===== config.mk =====
export PLATFORM = sky130hd
export DESIGN_NAME = msk_sbox_scheduler
export DESIGN_NICKNAME = d
export VERILOG_FILES = /design/src/rtl/msk_sbox_scheduler.sv
export SDC_FILE = /design/constraint.sdc
export NUM_CORES = 1
export LEC_CHECK = 0
export CORE_ASPECT_RATIO = 0.6
export CORE_UTILIZATION = 30
export CTS_CLUSTER_SIZE = 40
export DETAILED_ROUTE_END_ITERATION = 10
export DONT_BUFFER_PORTS = 1
export SETUP_SLACK_MARGIN = 0.05
export SYNTH_ARGS = -nofsm -noshare
export SYNTH_HDL_FRONTEND = slang
export SYNTH_SLANG_ARGS = --single-unit
export TNS_END_PERCENT = 10

===== constraint.sdc =====
create_clock -name clk -period 1.52 [get_ports clk]
set_input_delay 0.076 -clock clk [delete_from_list [all_inputs] [get_ports clk]]
set_output_delay 0.076 -clock clk [all_outputs]
set_load 0.01 [all_outputs]

===== src/rtl/msk_sbox_scheduler.sv =====
// Round-robin scheduler sharing one fixed-latency masked S-box pipeline
// between NREQ requesters. Issues only when fresh randomness is offered and
// tags every returning result with the index of the requester that issued it.
//
// Ports:
//   clk, rst_n      clock, asynchronous active-low reset
//   clear           synchronous flush of all in-flight tokens
//   req             per-requester level request, held until granted
//   in_data         masked bytes, requester i at [i*8*D +: 8*D]
//   gnt             one-hot grant (combinational, same cycle as issue)
//   rnd_valid       fresh randomness word available
//   rnd_take        randomness consumed (equals issue)
//   sbox_in         shares of the granted requester, zero when idle
//   sbox_in_valid   issue strobe into the S-box pipeline
//   out_valid       S-box result for out_id is valid this cycle
//   out_id          requester index of the returning result
//   pend            per-requester outstanding-token flag
//   busy            any token in flight
module msk_sbox_scheduler #(
  parameter int unsigned D    = 2,
  parameter int unsigned NREQ = 4,
  parameter int unsigned LAT  = 4,
  parameter int unsigned IDW  = 2
) (
  input  logic                  clk,
  input  logic                  rst_n,
  input  logic                  clear,
  input  logic [NREQ-1:0]       req,
  input  logic [NREQ*8*D-1:0]   in_data,
  output logic [NREQ-1:0]       gnt,
  input  logic                  rnd_valid,
  output logic                  rnd_take,
  output logic [8*D-1:0]        sbox_in,
  output logic                  sbox_in_valid,
  output logic                  out_valid,
  output logic [IDW-1:0]        out_id,
  output logic [NREQ-1:0]       pend,
  output logic                  busy
);

  localparam int unsigned SW = 8 * D;

  logic [IDW-1:0]  ptr_q, ptr_d;
  logic [LAT-1:0]  tok_vld_q, tok_vld_d;
  logic [IDW-1:0]  tok_id_q [LAT];
  logic [IDW-1:0]  tok_id_d [LAT];
  logic [NREQ-1:0] pend_q, pend_d;

  logic [NREQ-1:0] eligible;
  logic [IDW-1:0]  winner;
  logic            found;
  logic            issue;
  int unsigned     idx;

  // Round-robin search starting one past the last granted index.
  // Issue is also held off while reset is asserted so gnt reads zero.
  always_comb begin
    eligible = req & ~pend_q;
    winner   = '0;
    found    = 1'b0;
    idx      = 0;
    for (int unsigned k = 1; k <= NREQ; k++) begin
      idx = 32'(ptr_q) + k;
      if (idx >= NREQ) idx = idx - NREQ;
      if (!found && eligible[IDW'(idx)]) begin
        found  = 1'b1;
        winner = IDW'(idx);
      end
    end
    issue = found & rnd_valid & ~clear & rst_n;
  end

  // Issue-side outputs: share-wise select, never combined across shares.
  always_comb begin
    gnt     = '0;
    sbox_in = '0;
    if (issue) begin
      gnt[winner] = 1'b1;
      sbox_in     = in_data[32'(winner)*SW +: SW];
    end
  end

  assign sbox_in_valid = issue;
  assign rnd_take      = issue;

  // Next state: pointer, token shift register, pending flags.
  always_comb begin
    ptr_d = issue ? winner : ptr_q;

    tok_vld_d[0] = issue;
    tok_id_d[0]  = issue ? winner : '0;
    for (int unsigned i = 1; i < LAT; i++) begin
      tok_vld_d[i] = tok_vld_q[i-1];
      tok_id_d[i]  = tok_id_q[i-1];
    end

    // A returning token frees its requester from the next cycle on; the
    // returning requester cannot be the winner since it is still pending.
    pend_d = pend_q;
    if (tok_vld_q[LAT-1]) pend_d[tok_id_q[LAT-1]] = 1'b0;
    if (issue)            pend_d[winner]          = 1'b1;

    if (clear) begin
      tok_vld_d = '0;
      pend_d    = '0;
    end
  end

  always_ff @(posedge clk or negedge rst_n) begin
    if (!rst_n) begin
      ptr_q     <= IDW'(NREQ - 1);
      tok_vld_q <= '0;
      pend_q    <= '0;
      for (int unsigned i = 0; i < LAT; i++) tok_id_q[i] <= '0;
    end else begin
      ptr_q     <= ptr_d;
      tok_vld_q <= tok_vld_d;
      pend_q    <= pend_d;
      for (int unsigned i = 0; i < LAT; i++) tok_id_q[i] <= tok_id_d[i];
    end
  end

  assign out_valid = tok_vld_q[LAT-1];
  assign out_id    = tok_id_q[LAT-1];
  assign pend      = pend_q;
  assign busy      = |pend_q;

endmodule


== Yosys cells after proc, flatten, opt, wreduce, memory -nomap -nowiden ==
Cells that the tools add are included.

* Bits in registers: 18
* Input port bits: 72
* Output and inout bits: 30

* Add/sub/neg operators: 8
* Magnitude comparators: 12
* Shift operators: 1
* Multiplexer cells: 31
* Bitwise logic cells: 9
* Reduce and logical (&&, ||, !) cells: 9

{| class="wikitable"
|+ Operators by type and width
! cell !! count
|-
| $shiftx 64x7->16 || 1
|-
| $mux 4 || 5
|-
| $lt 2x3->1 const B || 6
|-
| $mux 2 || 9
|-
| $mux 16 || 1
|-
| $mux 1 || 10
|-
| $ge 3x3->1 const B || 3
|-
| $and 4x4->4 || 2
|-
| $bmux 1 s2 || 4
|-
| $not 4->4 || 2
|-
| $sub 2x1->2 const B || 4
|-
| $add 2x2->3 const B || 2
|-
| $logic_and 1x1->1 || 5
|-
| $add 2x3->4 const B || 1
|-
| $demux 1 s2 || 2
|-
| $ge 2x1->1 const B || 2
|-
| $ge 4x3->1 const B || 1
|-
| $or 4x4->4 || 1
|-
| $reduce_or 4->1 || 1
|-
| $add 2x1->3 const B || 1
|-
| $and 1x1->1 || 3
|-
| $logic_not 1->1 || 3
|-
| $not 1->1 || 1
|}

== Depth between registers and ports, before layout ==
Gate-level depths: netlist of run 1.

* Depth after elaboration: 22
* Gate-level depth with buffers: 7

== Least setup slack after synthesis of run 1 ==
No wires, ideal clock.

* Kind: register to output
* Start: register pend_q[2] (netlist: pend[2])
* End: output sbox_in[5]
* Arrival: 1,626 ps
* Path slack: -182 ps
* Cell stages (with the launch flop): 7
* Buffers on the path: 1
* Cells stage by stage: dfrtp_1 > nor2b_1 > nor2_1 > a31oi_4 > nand2_2 > buf_4 > o22ai_1

* Longest elaborated chain between the ends: 18

{| class="wikitable"
|+ RTL lines
! element !! line !! source
|-
| from (decl) || 47 || <nowiki>logic [NREQ-1:0] pend_q, pend_d;</nowiki>
|-
| from (signal assigned) || 118 || <nowiki>pend_q <= pend_d;</nowiki>
|-
| $not 4->4 * || 58 || <nowiki>eligible = req & ~pend_q;</nowiki>
|-
| $and 4x4->4 * || 58 ||
|-
| $bmux 1 s2 || 65 || <nowiki>if (!found && eligible[IDW'(idx)]) begin</nowiki>
|-
| $mux 1 (implied by the code) || 65 ||
|-
| $mux 1 || 65 ||
|-
| $logic_not 1->1 || 65 ||
|-
| $logic_and 1x1->1 || 65 ||
|-
| $mux 1 || 65 ||
|-
| $logic_not 1->1 || 65 ||
|-
| $logic_and 1x1->1 || 65 ||
|-
| $mux 1 || 65 ||
|-
| $logic_not 1->1 || 65 ||
|-
| $logic_and 1x1->1 || 65 ||
|-
| $mux 1 * || 65 ||
|-
| $and 1x1->1 * (3 in a row) || 70 || <nowiki>issue = found & rnd_valid & ~clear & rst_n;</nowiki>
|-
| net rnd_take || 32 || <nowiki>output logic rnd_take,</nowiki>
|-
| $mux 16 * || 77 || <nowiki>if (issue) begin</nowiki>
|-
| to (decl) || 33 || <nowiki>output logic [8*D-1:0] sbox_in,</nowiki>
|}

The timed path passes the listed nets; every way through them passes the cells marked *. The select of a mux whose other input is x is not followed.

== Final worst setup path of run 1 ==
* Start: register ptr_q[0]
* End: output sbox_in[6]

* Longest elaborated chain between the ends: 19

{| class="wikitable"
|+ RTL lines
! element !! line !! source
|-
| from (decl) || 43 || <nowiki>logic [IDW-1:0] ptr_q, ptr_d;</nowiki>
|-
| from (signal assigned) || 111 || <nowiki>ptr_q <= IDW'(NREQ - 1);</nowiki>
|-
| from (signal assigned) || 116 || <nowiki>ptr_q <= ptr_d;</nowiki>
|-
| branches (longest 18 deep; another with $add 2x1->3) || -- ||
|-
| $mux 16 * || 77 ||
|}

Mark *: on every way between the ends. The select of a mux whose other input is x is not followed.

==> metrics.md, run 1 <==
| Metric | Value |
|---|---|
| Outcome | complete, but fails checks |
| Failing checks | negative setup slack |
| Global placement routability congestion | 0.8198 |
| Core Footprint | 0.004302 sq mm |
| Total die area | 0.005005 sq mm |
| Main synth FF type | dfrtp_1 |
| TritonCTS clock tree | built |
| CP Class | reg2out |
| Gate power share | 0.457 |
| Pwr/cell area | 982.6 mW/mm^2 |
| Flop pwr share | 0.322 |
| Seq/Total Area, Yosys | 0.3201 |
| Fmax | 495.4 MHz |
| Area leader, netlist | dfrtp_1 |
| Global-route wire length before repair | 5.209 mm |
| Clock slew at reported path FFs | 70 ps |
| Top cells by area, synth | dfrtp_1 28%, mux2i_1 23%, o22ai_2 8.0%, dfstp_2 3.7%, o22ai_1 3.5% |
| Worst Setup End Kind | output pin |
| IO Pins | 102 |
| Synth top cells by count | 33 x mux2i_1, 16 x dfrtp_1, 9 x o22ai_2 |
| CP max stage delay | 540 ps |
| Hold Fails Final Rpt | 0 |
| Area of the multi-input gates | 897.1 sq um |
| DRT Pass-1 Iters | 4 |
| Slowest CP cell | dfstp_2 |
| Mapped Nets | 199 |
| Pin count of the biggest net entering global routing | 32 |
| Vias in the first global route | 1051 |
| Post-synth top area share | 0.2829 |
| Cell Count, Final, Fillers Out | 206 |
| Crit path buf inv count | 2 |
| Yosys warns | 0 |
| Max-cap violations | 0 |
| Critical Path Fanout Max | 15 |
| Detail Route Antenna Nets | 0 |
| Antenna cells | 0 |
| Worst EP arrival | 1940 ps |
| Initial antenna violation count | 0 |
| FP Rows | 18 |
| Final Setup Violations | 25 |
| Post-detail-place hpwl | 2.670 mm |
| Tightest Pin Transition | 764.1 ps |
| Die W | 90.67 um |
| Starting Density | 0.3290 |
| Async SR Flop Fraction | 1.000 |
| Initial DRC count | 39 |
| Number of library cell types mapped by synthesis | 36 |
| Post-Synthesis Cells | 127 |
| Final nets | 219 |
| RSZ-0062 raised after global routing | yes |
| # placed instances | 198 |
| Sink Count | 18 |
| CP startpoint kind | flip-flop |
| Min-Delay Path Class | in2reg |
| Critical Path RT | 1440 ps |
| Clock share of power | 0.221 |
| Internal power | 0.001155 W |
| Leakage | 0.8145 nW |
| Setup ws final | -498.6 ps |
| Clock root cell | clkbuf_8 |
| Maximum buffer depth of the clock tree | 2 |
| Num CTS Buffers | 3 |
| Clock latency on the worst-skew pair | 250 ps |
| Share of layout cells above drive strength 1 | 0.4589 |
| Peak supply drop | 375.0 uV |
| Crit-path leading delay family | compound AO/OA/AOI/OAI gates |
| DRC viols | 0 |
| Cell with the most instances after synthesis | mux2i_1 |
| Final setup TNS | -9665 ps |
| PortBufs | 0 |
| H-tree Lvls | 1 |
| Slew headroom | 0.4889 |
| Cells along the critical path | inv_2 -> a32o_2 -> o21ai_4 -> clkbuf_16 -> mux2i_1 -> o22ai_2 |
| DR vias | 1113 |
| Routed WL | 3.620 mm |
| Grt total ovfl | 0 |
| R2r setup slk | -180 ps |
| Tmin final | 2019 ps |
| Routed vias/inst | 5.403 |
| #FFs+latches synth | 18 |
| Routed WL per cell | 17.57 um |
| Switching share of power | 0.3259 |
| Share of the clock period used by the worst path after layout | 1.328 |
| Cell Area, Synth | 0.001415 sq mm |
| Chip height | 55.20 um |
| GRT Util Overall | 0.1280 |
| NetSw | 0.0005581 W |
| Fill cells | 406 |
| Final hold slack | 15.60 ps |
| Post-synth EDFFs | 0 |
| Mapped Avg Cell Area | 11.14 sq um |
| Fin Clk Skew | 3.396 ps |
| Register area | 454.2 sq um |
| Fin. max-slew vios | 0 |
| P&R area growth vs syn | 23.17% |
## cells by family (layout without fill, tap and decap cells)
group / Yosys count / in the layout / synth area share
compound gates: 37 / 37 / 0.2264
buf+inv: 16 / 35 / 0.09195
flops: 18 / 18 / 0.3201
mux: 33 / 33 / 0.2334
simple gates: 23 / 23 / 0.1282
## registers in the layout (all words and copies together) (netlist names)
name,flops
ptr_q,2
pend,4
tok_vld_q,4
tok_id_d,6
out_id,2
## worst reg2reg max path, delay by kind of cell (launching register included)
family	cells	cell delay (ps)
compound gates	2	380
buf+inv	1	60
flops	1	590
mux	1	210
simple gates	1	400
## stage by stage
step / utilization / worst slack, ps / power [W] / instance area, sq um
global placement: 0.3662 / -177.8 / 0.001203 / 1575
detailed placement: 0.3662 / -250.3 / 0.001226 / 1575
global route: 0.4052 / -567.7 / 0.001800 / 1743
floorplan: - / -128.2 / 0.001142 / 1429
CTS: 0.3860 / -526.7 / 0.001624 / 1660
finish: 0.4052 / -498.6 / 0.001713 / 1743
## cell type report
class,count,area share
clock buffers,4,0.03159
inverters,8,0.01723
multi-input cells,93,0.5147
flip-flops and latches,18,0.2606
well taps,60,0.04307
repair buffers,23,0.1328
## timing repair
| item | CTS | global route |
|---|---|---|
| resized for setup | 2 | 13 |
| hold buffers | 2 | 0 |
| gates cloned | 0 | 1 |
| setup endpoints to repair | 28 | 29 |
| hold endpoints to repair | 25 | 0 |
| buffers inserted | 0 | 1 |
## final timing paths
| kind | from | endpoint | depth (start not counted) |
|---|---|---|---|
| min in group asynchronous | rst_n | tok_id_d[3] | 1 |
| max | ptr_q[0] | sbox_in[6] | 6 |
| min | rnd_valid | ptr_q[1] | 2 |
| min reg2reg | tok_id_d[0] | out_id[0] | 0 |
| max in group asynchronous | rst_n | pend[1] | 1 |
| max reg2reg | ptr_q[1] | pend[2] | 5 |
## power by group through the flow
stage / sequential (W) / clock [W] / combinational (W)
global route: 0.000556 / 0.000409 / 0.000835
finish: 0.000551 / 0.000379 / 0.000782
detailed placement: 0.000558 / 0 / 0.000668
floorplan: 0.000559 / 0 / 0.000582
CTS: 0.000550 / 0.000384 / 0.000690
global placement: 0.000556 / 0 / 0.000646
## cells in the final DEF, fill, tap and decap left out, types with 3 or more instances in the layout
| cell type | n |
|---|---|
| dfrtp_1 | 15 |
| mux2i_2 | 6 |
| nor2b_1 | 3 |
| buf_4 | 15 |
| a21oi_1 | 3 |
| mux2i_1 | 27 |
| nor2_1 | 3 |
| o22ai_1 | 6 |
| buf_6 | 3 |
| o21ai_0 | 5 |
| clkbuf_8 | 4 |
| nand2b_4 | 3 |
| inv_2 | 3 |
| inv_1 | 5 |
| o22ai_2 | 11 |
## layer usage
layer | global-route usage | up-vias | wire [um]
met1 | 0.1689 | 562 | 1594
li1 | - | 507 | -
met2 | 0.2186 | 42 | 1833
met4 | 0.02074 | 0 | 20
met5 | 0 | - | 0
met3 | 0.02755 | 2 | 171
Power figures use the tool's default switching activity.
==> run 2: changes to the inputs <==
--- a/config.mk
+++ b/config.mk
@@ -10,6 +10,7 @@
 export CTS_CLUSTER_SIZE = 40
 export DETAILED_ROUTE_END_ITERATION = 10
 export DONT_BUFFER_PORTS = 1
+export PLACE_DENSITY_LB_ADDON = 0.08
 export SETUP_SLACK_MARGIN = 0.05
 export SYNTH_ARGS = -nofsm -noshare
 export SYNTH_HDL_FRONTEND = slang
==> run 2 against run 1 <==
  * The flow still finishes with violations (negative setup slack)
  * Total power fell by 0.40%
  * Critical path depth did not move
  * Global-route usage rose by 0.88 points
  * Cell count rose by 0.97%
  * Register-to-register slack got worse by 70 ps
  * Sequential share of layout area fell by 0.15 points
  * Sequential cell count did not move
  * Worst setup slack got worse by 7.6 ps
  * First-iteration DRC count fell by 49%
  * Sequential power fell by 0.7%
  * Design area rose by 0.57%
==> metrics.md, run 2 (synthesis results as in run 1) <==
| Metric | Value |
|---|---|
| Outcome | complete, but fails checks |
| Failing checks | negative setup slack |
| Flop pwr share | 0.321 |
| Slew headroom | 0.4645 |
| CP Class | reg2out |
| PortBufs | 0 |
| Maximum buffer depth of the clock tree | 2 |
| Routed WL | 3.601 mm |
| DRT Pass-1 Iters | 4 |
| R2r startpoint | ptr_q[0] |
| Global-route wire length before repair | 5.430 mm |
| Worst Setup End Kind | output pin |
| Tot Pwr | 0.001706 W |
| Commonest cells after routing, fill and taps aside | 31 x mux2i_1, 15 x dfrtp_1, 15 x buf_4, 12 x o22ai_2 |
| R2r setup slk | -250 ps |
| Leakage | 0.8341 nW |
| Num CTS Buffers | 3 |
| RSZ-0062 raised after global routing | yes |
| Critical path depth in cells | 6 |
| Routed WL per cell | 17.31 um |
| Register area | 454.2 sq um |
| Gate power share | 0.453 |
| Critical Path RT | 1440 ps |
| Post-detail-place hpwl | 2.706 mm |
| Cells along the critical path | inv_2 -> a21oi_1 -> o21ai_4 -> buf_4 -> or3b_1 -> inv_1 |
| Final Setup Violations | 25 |
| P&R area growth vs syn | 23.87% |
| FP Rows | 18 |
| DR vias | 1115 |
| Min-Delay Path Class | in2reg |
| Number of flip-flops in the largest register | 6 |
| Capturing point of the worst reg2reg path | pend[2] |
| CP startpoint kind | flip-flop |
| Crit-path leading delay family | flip-flops |
| Total die area | 0.005005 sq mm |
| NetSw | 0.0005588 W |
| Hold Fails Final Rpt | 0 |
| Final setup TNS | -9396 ps |
| CP Launch Point | ptr_q[0] |
| Global placement routability congestion | 0.8020 |
| Chip height | 55.20 um |
| Share of the clock period used by the worst path after layout | 1.333 |
| Worst reg2reg path depth | 6 |
| Setup ws final | -506.2 ps |
| Initial antenna violation count | 0 |
| Top Metal Used | met3 |
| Max-cap violations | 0 |
| Met3 WL | 262 um |
| Slowest CP cell | dfstp_2 |
| Fin Clk Skew | 6.350 ps |
| H-tree Lvls | 1 |
| Starting Density | 0.3290 |
| Routed vias/inst | 5.361 |
| Pin count of the biggest net entering global routing | 34 |
| Peak supply drop | 383.3 uV |
| Clock share of power | 0.226 |
| Area of the multi-input gates | 884.6 sq um |
| Antenna cells | 0 |
| Critical Path Fanout Max | 3 |
| # placed instances | 201 |
| Clock latency on the worst-skew pair | 250 ps |
| Vias in the first global route | 1093 |
| Internal power | 0.001147 W |
| Die W | 90.67 um |
| Core Footprint | 0.004302 sq mm |
| Worst EP arrival | 1950 ps |
| Tmin final | 2026 ps |
| Pwr/cell area | 973.1 mW/mm^2 |
| Sink Count | 18 |
| TritonCTS clock tree | built |
| Crit path buf inv count | 3 |
| Share of layout cells above drive strength 1 | 0.4392 |
| Final nets | 221 |
| Metal1 wirelength | 1.699 mm |
| Tightest Pin Transition | 800.6 ps |
| CP endpoint | gnt[2] |
| Fill cells | 409 |
| Fmax | 493.5 MHz |
| Clock slew at reported path FFs | 70 ps |
| DRC viols | 0 |
| Cell Count, Final, Fillers Out | 208 |
| Detail Route Antenna Nets | 0 |
| GRT Util Overall | 0.1368 |
| Commonest non-fill, non-tap cell in the layout | mux2i_1 |
| Detail Route met2 WL | 1.639 mm |
| CP max stage delay | 540 ps |
| Fin. max-slew vios | 0 |
| IO Pins | 102 |
| Switching share of power | 0.3276 |
| Final core utilization | 0.4075 |
| Initial DRC count | 20 |
| Clock root cell | clkbuf_8 |
| Grt total ovfl | 0 |
-- run 2: cell types whose count changed in the layout (fill, tap and decap cells not counted), sizes merged --
cell / before / now
buf: 20 / 22
-- run 2: worst min-delay path by stage --
stage / start / to / slack (ps) / cells after the start
2_1_floorplan: rst_n / out_id[0] / -220 / 0
3_3_place_gp: rst_n / tok_vld_q[1] / -220 / 0
4_1_cts: rst_n / ptr_q[1] / 110 / 3
6_report: rst_n / ptr_q[1] / 110 / 3
5_1_grt: rst_n / ptr_q[1] / 130 / 3
3_5_place_dp: rst_n / tok_vld_q[1] / -220 / 0
-- run 2: area by class of cell --
cell class	count	area share
Clock buffer	4	0.03141
Tap cell	60	0.04283
Sequential cell	18	0.2591
Multi-Input combinational cell	93	0.5046
Timing Repair Buffer	25	0.1449
Inverter	8	0.01713
-- run 2: metrics by stage --
stage | instance area, sq um | setup WS, ps | hold WS (ps)
floorplan | 1429 | -128.2 | -219.6
finish | 1753 | -506.2 | 109.0
detailed placement | 1598 | -231.9 | -219.3
CTS | 1720 | -520.4 | 108.4
global placement | 1598 | -222.5 | -219.2
global route | 1753 | -577.3 | 130.1
-- run 2: worst reg2reg max path, cell delays in order (launching register included) --
cell and delay [ps]:
dfstp_2 540, inv_2 50, a21oi_1 290, o21ai_4 140
buf_4 160, or3b_1 400, a21oi_2 130
-- run 2: what timing repair did --
item                                    in CTS  in global routing
hold buffers                                 2                  0
hold endpoints to repair                    25                  0
gates resized for setup                     11                  2
setup buffers                                0                  0
endpoints found under the setup margin      29                 30
pin swaps                                    2                  1
gates cloned                                 0                  1
-- run 2: routing by layer --
layer,GRT usage,vias up
met5,0,-
met3,0.03857,0
met4,0.01843,0
li1,-,510
met2,0.2056,54
met1,0.1983,551
-- run 2: power groups by stage --
stage / combinational (W) / sequential, W / clock (W)
floorplan: 0.000582 / 0.000559 / 0
global placement: 0.000677 / 0.000553 / 0
detailed placement: 0.000683 / 0.000556 / 0
CTS: 0.000721 / 0.000547 / 0.000402
global route: 0.000825 / 0.000552 / 0.000430
finish: 0.000773 / 0.000547 / 0.000386
==> run 3: changes to the inputs <==
==> constraint.sdc (replaced) <==
create_clock -name clk -period 1.65 [get_ports clk]
set_input_delay 0.0825 -clock clk [delete_from_list [all_inputs] [get_ports clk]]
set_output_delay 0.0825 -clock clk [all_outputs]
set_load 0.01 [all_outputs]
==> run 3 against run 2 <==
  * The flow still finishes with violations (negative setup slack)
  * Total power is 8.1% lower
  * Routed wire length is 1.5% lower
  * Critical path depth did not move
  * Sequential cell count is the same
  * Global-route usage barely moved
  * Design area is 1.5% lower
  * Register-to-register slack better by 190 ps
  * Worst hold slack got worse by 61 ps
==> metrics.md, run 3 (synthesis results as in run 1) <==
| Metric | Value |
|---|---|
| Outcome | complete, but fails checks |
| Failing checks | negative setup slack |
| DRC viols | 0 |
| Slowest CP cell | dfstp_2 |
| PortBufs | 0 |
| Clock root cell | clkbuf_8 |
| Detail Route Antenna Nets | 0 |
| Switching share of power | 0.3274 |
| Routed vias/inst | 5.374 |
| Pwr/cell area | 907.4 mW/mm^2 |
| Num CTS Buffers | 3 |
| Fin. max-slew vios | 0 |
| Fmax | 496.6 MHz |
| Die W | 90.67 um |
| Gate power share | 0.453 |
| Post-detail-place hpwl | 2.690 mm |
| Peak supply drop | 570.4 uV |
| RSZ-0062 raised after global routing | yes |
| Global-route wire length before repair | 5.513 mm |
| Final Setup Violations | 23 |
| Internal power | 0.001054 W |
| GRT Util Overall | 0.1364 |
| NetSw | 0.0005129 W |
| Crit-path leading delay family | compound AO/OA/AOI/OAI gates |
| Critical Path Fanout Max | 17 |
| Commonest non-fill, non-tap cell in the layout | mux2i_1 |
| Setup ws final | -363.8 ps |
| Hold Fails Final Rpt | 0 |
| Flop pwr share | 0.322 |
| Final nets | 219 |
| Slew headroom | 0.4675 |
| Maximum buffer depth of the clock tree | 2 |
| Met2 Resource Use GR | 0.2078 |
| Commonest cells after routing, fill and taps aside | 30 x mux2i_1, 16 x buf_4, 15 x dfrtp_1, 10 x o22ai_2, 7 x o22ai_1 |
| Core Footprint | 0.004302 sq mm |
| Met3 usage in global routing | 0.04545 |
| Worst Setup End Kind | output pin |
| Routed WL | 3.546 mm |
| Clock latency on the worst-skew pair | 250 ps |
| Tightest Pin Transition | 796.1 ps |
| CP Class | reg2out |
| Global placement routability congestion | 0.7659 |
| IO Pins | 102 |
| Clock share of power | 0.226 |
| Final Cell Area | 0.001727 sq mm |
| P&R area growth vs syn | 22.02% |
| Share of the clock period used by the worst path after layout | 1.220 |
| Met1 Resource Use GR | 0.1939 |
| Placed cell areas | 0.001583 sq mm |
| Crit path buf inv count | 2 |
| Share of layout cells above drive strength 1 | 0.4521 |
| Leakage | 0.8157 nW |
| Vias in the first global route | 1130 |
| Critical Path RT | 1570 ps |
| CP max stage delay | 540 ps |
| Antenna cells | 0 |
| Number of flip-flops in the largest register | 6 |
| Place WS | -84.68 ps |
| Sink Count | 18 |
| Total die area | 0.005005 sq mm |
| Fin Clk Skew | 5.063 ps |
| CP startpoint kind | flip-flop |
| Routed WL per cell | 17.21 um |
| Starting Density | 0.3290 |
| Initial antenna violation count | 0 |
| DR vias | 1107 |
| Min-Delay Path Class | in2reg |
| Grt total ovfl | 0 |
| Pin count of the biggest net entering global routing | 34 |
| Final setup TNS | -6304 ps |
| H-tree Lvls | 1 |
| Tmin final | 2014 ps |
| Worst EP arrival | 1930 ps |
| Post-CTS setup buffer count | 0 |
| DRT Pass-1 Iters | 5 |
| Clock slew at reported path FFs | 70 ps |
| Chip height | 55.20 um |
| Cells along the critical path | inv_2 -> a32o_2 -> o21ai_4 -> buf_12 -> mux2i_1 -> o22ai_2 |
| Busiest layer in global routing | met2 |
| Final hold slack | 47.94 ps |
| Max-cap violations | 0 |
| TritonCTS clock tree | built |
| FP Rows | 18 |
| Initial DRC count | 64 |
[run 3: cell count changes in the layout (fill, tap and decap cells not counted), sizes merged]
cell / delta
buf: -2
[run 3: power by group through the flow]
stage                     Sequential (W)  Combinational [W]  Clock, W
after floorplan                 0.000515           0.000536         0
final                           0.000504           0.000709  0.000354
after global placement          0.000509           0.000620         0
after detailed placement        0.000512           0.000625         0
after global routing            0.000509           0.000761  0.000390
after CTS                       0.000505           0.000654  0.000369
[run 3: area by class of cell]
class,count,area (sq um)
fill,427,2575
multi-input combinational,93,884.6
sequential,18,454.2
timing repair buffer,23,227.7
tap,60,75.07
clock buffer,4,55.05
inverter,8,30.03
[run 3: metrics by stage]
stage / power (W) / utilization / cells
6_report: 0.001567 / 0.4014 / 206
2_1_floorplan: 0.001052 / - / 127
5_1_grt: 0.001661 / 0.4014 / 206
3_5_place_dp: 0.001137 / 0.3679 / 199
3_3_place_gp: 0.001129 / 0.3679 / 199
4_1_cts: 0.001527 / 0.3903 / 205
[run 3: final timing paths]
kind	cells after the start	start	endpoint	slack (ps)
max	6	ptr_q[0]	sbox_in[10]	-360
min	2	rnd_valid	ptr_q[1]	50
max reg2reg	6	ptr_q[1]	pend[2]	-60
min reg2reg	0	tok_id_d[3]	tok_id_d[1]	350
max in group asynchronous	1	rst_n	pend[1]	750
min in group asynchronous	1	rst_n	tok_id_d[1]	360
[run 3: worst register-to-register path, stage by stage, from the launching register on]
cell,delay [ps]
dfstp_2,570
buf_4,120
a32o_2,210
o21ai_4,90
buf_4,150
or3b_4,380
a21oi_2,120
[run 3: per-layer routing]
layer  part of all wire  up-vias
li1                   -      507
met1               0.48      535
met2               0.45       63
met3              0.072        2
met4             0.0034        0
met5                  0        -
[run 3: repair_timing]
item	CTS	global route
hold buffers	2	0
pin swaps	1	0
resized for setup	5	8
gates cloned	0	1
hold endpoints to repair	25	0
endpoints found under the setup margin	24	25
